File: config.mk
export PLATFORM = sky130hd
export DESIGN_NAME = apb_master
export DESIGN_NICKNAME = d
export VERILOG_FILES = /design/src/rtl/apb_master.sv
export SDC_FILE = /design/constraint.sdc
export NUM_CORES = 1
export LEC_CHECK = 0
export BUFFER_PORTS_ARGS = -buffer_cell sky130_fd_sc_hd__clkbuf_2
export CAP_MARGIN = 20
export CORE_MARGIN = 4
export CORE_UTILIZATION = 49
export CTS_BUF_LIST = sky130_fd_sc_hd__clkbuf_2 sky130_fd_sc_hd__clkbuf_4 sky130_fd_sc_hd__clkbuf_8
export DETAILED_ROUTE_END_ITERATION = 8
export GPL_TIMING_DRIVEN = 1
export HOLD_SLACK_MARGIN = 0.15
export PLACE_DENSITY = 0.82
export SLEW_MARGIN = 20
export SYNTH_ARGS = -nofsm -noshare
export SYNTH_HDL_FRONTEND = slang
export SYNTH_SLANG_ARGS = --single-unit
export TNS_END_PERCENT = 100
File: constraint.sdc
create_clock -name clk -period 1.7 [get_ports clk]
set_input_delay 0.425 -clock clk [delete_from_list [all_inputs] [get_ports clk]]
set_output_delay 0.425 -clock clk [all_outputs]
set_load 0.01 [all_outputs]
File: src/rtl/apb_master.sv
`timescale 1ns/1ps
`default_nettype none
// ============================================================================
//  Module   : apb_master
//  Purpose  : APB requester. Accepts single read/write commands on a local
//             valid/ready interface, runs the APB SETUP -> ACCESS sequence,
//             honours slave wait states and aborts after TIMEOUT ACCESS
//             cycles so a hung slave cannot stall the requester.
//  Revision : 1.0  initial release
// ----------------------------------------------------------------------------
//  Ports
//    clk          in   clock, rising edge
//    rst          in   asynchronous active-low reset
//    cmd_valid    in   command request
//    cmd_ready    out  command can be accepted (registered)
//    cmd_wr       in   1 = write, 0 = read
//    cmd_addr     in   command address
//    cmd_wdata    in   command write data
//    rsp_valid    out  one-cycle response pulse
//    rsp_rdata    out  read data (0 for writes and timeouts)
//    rsp_timeout  out  response was an abort
//    p_sel        out  APB select
//    p_en         out  APB enable
//    addr         out  APB address
//    wr           out  APB write
//    w_data       out  APB write data
//    r_data       in   APB read data
//    p_ready      in   APB ready (only looked at in ACCESS)
// ============================================================================
module apb_master #(
  parameter int ADDR_W  = 8,
  parameter int DATA_W  = 16,
  parameter int TIMEOUT = 16
) (
  input  logic              clk,
  input  logic              rst,
  input  logic              cmd_valid,
  output logic              cmd_ready,
  input  logic              cmd_wr,
  input  logic [ADDR_W-1:0] cmd_addr,
  input  logic [DATA_W-1:0] cmd_wdata,
  output logic              rsp_valid,
  output logic [DATA_W-1:0] rsp_rdata,
  output logic              rsp_timeout,
  output logic              p_sel,
  output logic              p_en,
  output logic [ADDR_W-1:0] addr,
  output logic              wr,
  output logic [DATA_W-1:0] w_data,
  input  logic [DATA_W-1:0] r_data,
  input  logic              p_ready
);

  // TIMEOUT-1 always fits in clog2(TIMEOUT) bits, so the counter cannot wrap
  // before the abort condition is reached.
  localparam int               CNT_W   = $clog2(TIMEOUT);
  localparam logic [CNT_W-1:0] CNT_MAX = CNT_W'(TIMEOUT - 1);
  localparam logic [CNT_W-1:0] CNT_ONE = CNT_W'(1);

  typedef enum logic [1:0] {
    ST_IDLE   = 2'd0,
    ST_SETUP  = 2'd1,
    ST_ACCESS = 2'd2
  } state_t;

  state_t              state,        state_nx;
  logic [CNT_W-1:0]    wait_cnt,     wait_cnt_nx;
  logic                cmd_ready_nx;
  logic                rsp_valid_nx;
  logic [DATA_W-1:0]   rsp_rdata_nx;
  logic                rsp_timeout_nx;
  logic                p_sel_nx,     p_en_nx;
  logic [ADDR_W-1:0]   addr_nx;
  logic                wr_nx;
  logic [DATA_W-1:0]   w_data_nx;

  // All outputs are registered; the reset drops the bus asynchronously so a
  // transfer in flight is abandoned without a response.
  always_ff @(posedge clk or negedge rst) begin
    if (!rst) begin
      state       <= ST_IDLE;
      wait_cnt    <= '0;
      cmd_ready   <= 1'b0;
      rsp_valid   <= 1'b0;
      rsp_rdata   <= '0;
      rsp_timeout <= 1'b0;
      p_sel       <= 1'b0;
      p_en        <= 1'b0;
      addr        <= '0;
      wr          <= 1'b0;
      w_data      <= '0;
    end else begin
      state       <= state_nx;
      wait_cnt    <= wait_cnt_nx;
      cmd_ready   <= cmd_ready_nx;
      rsp_valid   <= rsp_valid_nx;
      rsp_rdata   <= rsp_rdata_nx;
      rsp_timeout <= rsp_timeout_nx;
      p_sel       <= p_sel_nx;
      p_en        <= p_en_nx;
      addr        <= addr_nx;
      wr          <= wr_nx;
      w_data      <= w_data_nx;
    end
  end

  always_comb begin
    // Hold everything by default; the response strobe is a single pulse.
    state_nx       = state;
    wait_cnt_nx    = wait_cnt;
    cmd_ready_nx   = cmd_ready;
    rsp_valid_nx   = 1'b0;
    rsp_rdata_nx   = rsp_rdata;
    rsp_timeout_nx = rsp_timeout;
    p_sel_nx       = p_sel;
    p_en_nx        = p_en;
    addr_nx        = addr;
    wr_nx          = wr;
    w_data_nx      = w_data;

    case (state)
      ST_IDLE: begin
        // cmd_ready is registered low out of reset, so the first edge after
        // release only raises it; accepts start one edge later.
        cmd_ready_nx = 1'b1;
        if (cmd_valid && cmd_ready) begin
          state_nx     = ST_SETUP;
          cmd_ready_nx = 1'b0;
          addr_nx      = cmd_addr;
          wr_nx        = cmd_wr;
          w_data_nx    = cmd_wdata;
          p_sel_nx     = 1'b1;
          p_en_nx      = 1'b0;
        end
      end

      ST_SETUP: begin
        state_nx    = ST_ACCESS;
        p_en_nx     = 1'b1;
        wait_cnt_nx = '0;
      end

      ST_ACCESS: begin
        if (p_ready) begin
          state_nx       = ST_IDLE;
          p_sel_nx       = 1'b0;
          p_en_nx        = 1'b0;
          cmd_ready_nx   = 1'b1;
          rsp_valid_nx   = 1'b1;
          rsp_timeout_nx = 1'b0;
          rsp_rdata_nx   = wr ? '0 : r_data;
        end else if (wait_cnt == CNT_MAX) begin
          state_nx       = ST_IDLE;
          p_sel_nx       = 1'b0;
          p_en_nx        = 1'b0;
          cmd_ready_nx   = 1'b1;
          rsp_valid_nx   = 1'b1;
          rsp_timeout_nx = 1'b1;
          rsp_rdata_nx   = '0;
        end else begin
          wait_cnt_nx = wait_cnt + CNT_ONE;
        end
      end

      default: begin
        state_nx = ST_IDLE;
        p_sel_nx = 1'b0;
        p_en_nx  = 1'b0;
      end
    endcase
  end

endmodule
`default_nettype wire

== Yosys cells after proc, flatten, opt, wreduce, memory -nomap -nowiden ==
Cells that the tools add are included.

* Output and inout port bits: 46
* Register bits after elaboration: 52

* Equality and inequality tests: 7
* Multiplexer cells: 24
* Add/subtract/negate cells: 1
* Reductions and logical operators: 11
* Bitwise logic cells: 1

{| class="wikitable"
|+ Operators with widths
! cell !! number
|-
| $mux W16 || 3
|-
| $mux W1 || 11
|-
| $mux W4 || 2
|-
| $pmux W4 S2 || 1
|-
| $reduce_and A2 Y1 || 4
|-
| $mux W2 || 3
|-
| $ne A2 B2 Y1 const B || 3
|-
| $pmux W1 S3 || 2
|-
| $pmux W2 S3 || 1
|-
| $reduce_and A3 Y1 || 2
|-
| $reduce_bool A2 Y1 || 3
|-
| $add A4 B1 Y4 const B || 1
|-
| $eq A4 B4 Y1 const B || 1
|-
| $ne A3 B3 Y1 const B || 1
|-
| $eq A2 B1 Y1 const B || 1
|-
| $eq A2 B2 Y1 const B || 1
|-
| $logic_not A2 Y1 || 1
|-
| $pmux W1 S2 || 1
|-
| $logic_and A1 B1 Y1 || 1
|-
| $not A1 Y1 || 1
|}

== Longest topological paths before layout ==
* Word-level depth: 4
* Depth in mapped cells: 6
* Gate-level depth less buffers: 5

== Least setup slack after synthesis ==
Ideal clock, no wire load.

* Path type: register to register
* From: register state[0]
* To: register addr[0]
* Arrival: 1.341 ns
* Period minus slack after synthesis: 1.467 ns
* Path slack: 0.233 ns
* Cell stages (with the launch flop): 7
* Library setup time: 0.125 ns
* Path through: dfrtp_1 buf_6 nor2_2 and3_4 buf_6 buf_8 mux2_4

* Longest elaborated chain between the ends: 2

{| class="wikitable"
|+ Ends and longest elaborated chain
! element !! RTL line !! source
|-
| start, declared || 66 || <nowiki>state_t state, state_nx;</nowiki>
|-
| start signal, assigned || 93 || <nowiki>state <= state_nx;</nowiki>
|-
| $logic_not A2 Y1 || 121 || <nowiki>case (state)</nowiki>
|-
| $reduce_and A2 Y1 (no source line) || -- ||
|-
| end signal, assigned || 101 || <nowiki>addr <= addr_nx;</nowiki>
|-
| end, declared || 47 || <nowiki>output logic [ADDR_W-1:0] addr,</nowiki>
|}

No other way between the ends.
A chain may end at the register's enable or synchronous reset.

== Worst setup path in the final report ==
* From: register wait_cnt[0]
* To: register rsp_timeout

* Longest elaborated chain between the ends: 3

{| class="wikitable"
|+ Ends and longest elaborated chain
! element !! RTL line !! source
|-
| start, declared || 67 || <nowiki>logic [CNT_W-1:0] wait_cnt, wait_cnt_nx;</nowiki>
|-
| start signal, assigned || 94 || <nowiki>wait_cnt <= wait_cnt_nx;</nowiki>
|-
| $eq A4 B4 Y1 || 152 || <nowiki>end else if (wait_cnt == CNT_MAX) begin</nowiki>
|-
| $reduce_bool A2 Y1 (no source line) || -- ||
|-
| $reduce_and A2 Y1 (no source line) || -- ||
|-
| end signal, assigned || 98 || <nowiki>rsp_timeout <= rsp_timeout_nx;</nowiki>
|-
| end, declared || 44 || <nowiki>output logic rsp_timeout,</nowiki>
|}

No other way between the ends.

==> flow_metrics.env <==
export IMPL_status="finished, final reports clean"
export IMPL_timing_fmax_mhz=652
export IMPL_cpMaxStageDelayCell="dfrtp_1"
export IMPL_viasPerCell=5.14
export IMPL_cts_made_buffers=5
export IMPL_root_buffer="clkbuf_8"
export IMPL_yosys_area_top_type="dfrtp_1"
export IMPL_track_usage=0.171
export IMPL_dieArea_um2=5390
export IMPL_clk_pin_slew_ns=0.09
export IMPL_fill_cells=294
export IMPL_synthCells=135
export IMPL_syn_num_nets=181
export IMPL_p_sw_frac=0.326
export IMPL_grt_overflow_total=0
export IMPL_cap_violations=0
export IMPL_drtIter0Drc=26
export IMPL_worstPathCellList="ha_1 -> a31o_2 -> nand2_2 -> inv_1 -> a2bb2oi_1"
export IMPL_final_cell_mix="clkbuf_2, dfrtp_1, mux2_4, a22o_1, mux2_2"
export IMPL_nets=277
export IMPL_cellPowerDensity_nw_per_um2=1840
export IMPL_clock_latency_ns=0.29
export IMPL_pin_count=91
export IMPL_tritoncts="built"
export IMPL_grt_pass1_vias=1499
export IMPL_max_stage_delay_ns=0.43
export IMPL_crit_family="flip-flops"
export IMPL_ant_nets=0
export IMPL_syn_area_um2=2100
export IMPL_yosys_warnings=0
export IMPL_yosysSeqAreaShare=0.609
export IMPL_max_slew_margin=0.790
export IMPL_area_growth_pct=30.4
export IMPL_grt_pass1_wl_um=6980
export IMPL_dieWidth_um=73.4
export IMPL_worstMarginPinSlew_ns=0.311
export IMPL_postCtsSetupRepairBufs=0
export IMPL_grt_setup_unrepaired="no"
export IMPL_port_buffers=90
export IMPL_synth_top_area_share=0.609
export IMPL_clock_path_buffers=2
export IMPL_post_synth_num_cell_types=36
export IMPL_cts_sinks=51
export IMPL_setup_worst_path_end_class="flip-flop"
export IMPL_remaining_drc_errors=0
export IMPL_crit_arrival_ns=1.72
export IMPL_crit_buf_inv=1
export IMPL_critical_path_max_fanout=17
export IMPL_hp_class="input port to flip-flop"
export IMPL_p_comb_frac=0.413
export IMPL_ys_top_cells_by_area="dfrtp_1, mux2_4, a22o_1"
export IMPL_core_area_um2=4060
export IMPL_ir_worst_vdd_mv=1.07
export IMPL_cp_required_ns=1.89
export IMPL_antenna_found_initial=0
export IMPL_worst_setup_path_start_kind="flip-flop"
export IMPL_final_util=0.674
export IMPL_dr_total_vias=1450
export IMPL_clock_skew_ns=0.00680
export IMPL_p_seq_frac=0.420
export IMPL_dr_pass1_iters=4
export IMPL_h_tree_depth=2
export IMPL_routed_wl_um=4460
export IMPL_final_common_cell="clkbuf_2"
export IMPL_slew_viol_final=0
export IMPL_layout_drive_gt1_share=0.582
export IMPL_path_class="flip-flop to flip-flop"
export IMPL_period_needed_ns=1.53
export IMPL_avgSynthCellArea_um2=15.5
export IMPL_wl_per_cell_um=15.8
export IMPL_die_height_um=73.4
export IMPL_p_int_uw=3390
export IMPL_grt_max_degree=52
export IMPL_dp_hpwl_um=3310
export IMPL_hold_violations=0
export IMPL_n_antenna_cell=0
export IMPL_hold_buffers=1
export IMPL_tns_ns=0
export IMPL_synth_seq_cells=51
export IMPL_cts_resized=0
export IMPL_setup_violations=0
export IMPL_p_clk_frac=0.167
export IMPL_p_switching_uw=1640
export IMPL_place_gp_congestion=0.934
export IMPL_initial_core_util=0.516
export IMPL_fin_crit_sh=0.902
export IMPL_rows=23
export IMPL_power_leakage_uw=0.00141
-- cell families after synthesis --
logic type / Yosys count / synth area share
AOI/OAI and AO/OA: 32 / 0.119
adders and majority gates: 1 / 0.00597
buffers and inverters: 10 / 0.0424
DFF: 51 / 0.609
muxes: 25 / 0.165
and+or+nand+nor: 16 / 0.0591
-- power groups by stage --
| stage | sequential (uW) | combinational (uW) | clock, uW |
|---|---|---|---|
| after floorplan | 2320 | 1110 | 0 |
| after global placement | 2110 | 2050 | 0 |
| after detailed placement | 2130 | 2110 | 0 |
| after CTS | 2120 | 2120 | 875 |
| after global routing | 2180 | 2240 | 923 |
| final | 2110 | 2080 | 842 |
-- Yosys cell counts (all sizes together) --
master    n
o211ai    1
o21ba     1
a31oi     2
nand4bb   1
buf       7
ha        1
mux2     25
nand3     2
and2b     1
o22ai     2
a21oi     2
o311ai    1
nand2b    1
nor3b     2
a21o      1
inv       3
and2      1
a22o     16
nand2     3
dfrtp    51
a22oi     1
a2bb2oi   1
and3      1
nor2      2
nor2b     1
or4       1
o21ai     3
a31o      1
-- final timing paths --
check,start,to,slack [ns],cells after the start
setup / recovery,wait_cnt[0],rsp_timeout,0.17,5
hold / removal,r_data[14],rsp_rdata[14],0.34,2
setup reg to reg,wait_cnt[0],rsp_timeout,0.17,5
hold reg to reg,p_sel,p_sel,0.49,1
max in group asynchronous,rst,p_sel,0.80,3
min in group asynchronous,rst,w_data[10],0.66,3
-- stage by stage --
step | std cells | hold WS (ns) | instance area (um2) | setup WS (ns) | power (uW)
3_5_place_dp | 273 | 0.441 | 2610 | 0.157 | 4240
2_1_floorplan | 135 | 0.129 | 2100 | 0.233 | 3430
3_3_place_gp | 273 | 0.434 | 2610 | 0.216 | 4160
6_report | 282 | 0.341 | 2730 | 0.167 | 5040
4_1_cts | 282 | 0.327 | 2730 | 0.151 | 5110
5_1_grt | 282 | 0.340 | 2730 | 0.0460 | 5350
-- final cells by class --
cell class | count | area, um2 | area share
Sequential cell | 51 | 1280 | 0.467
Clock buffer | 6 | 82.6 | 0.0302
Timing Repair Buffer | 96 | 536 | 0.196
Tap cell | 50 | 62.6 | 0.0229
Inverter | 3 | 11.3 | 0.00412
Clock inverter | 2 | 35.0 | 0.0128
Multi-Input combinational cell | 74 | 731 | 0.267
-- registers in the layout (all words and copies together), names as in the netlist, 4 cells and up --
name / flops
rsp_rdata: 16
w_data: 16
addr: 8
wait_cnt: 4
-- metal layers --
layer	part of all wire	GRT usage	up-vias	wire, um
li1	-	-	689	-
met1	0.45	0.237	686	2000
met2	0.46	0.262	71	2050
met3	0.083	0.0410	4	368
met4	0.010	0.0684	0	46
met5	0	0	-	0
-- worst register-to-register path: cells and delay by family, from the launching register on --
family	cells	cell delay, ns
AO/OA/AOI/OAI	2	0.39
adder cells (fa/ha/maj)	1	0.26
buffers and inverters	1	0.10
flip-flops	1	0.43
AND/OR/NAND/NOR	1	0.26
Power figures use the tool's default switching activity.
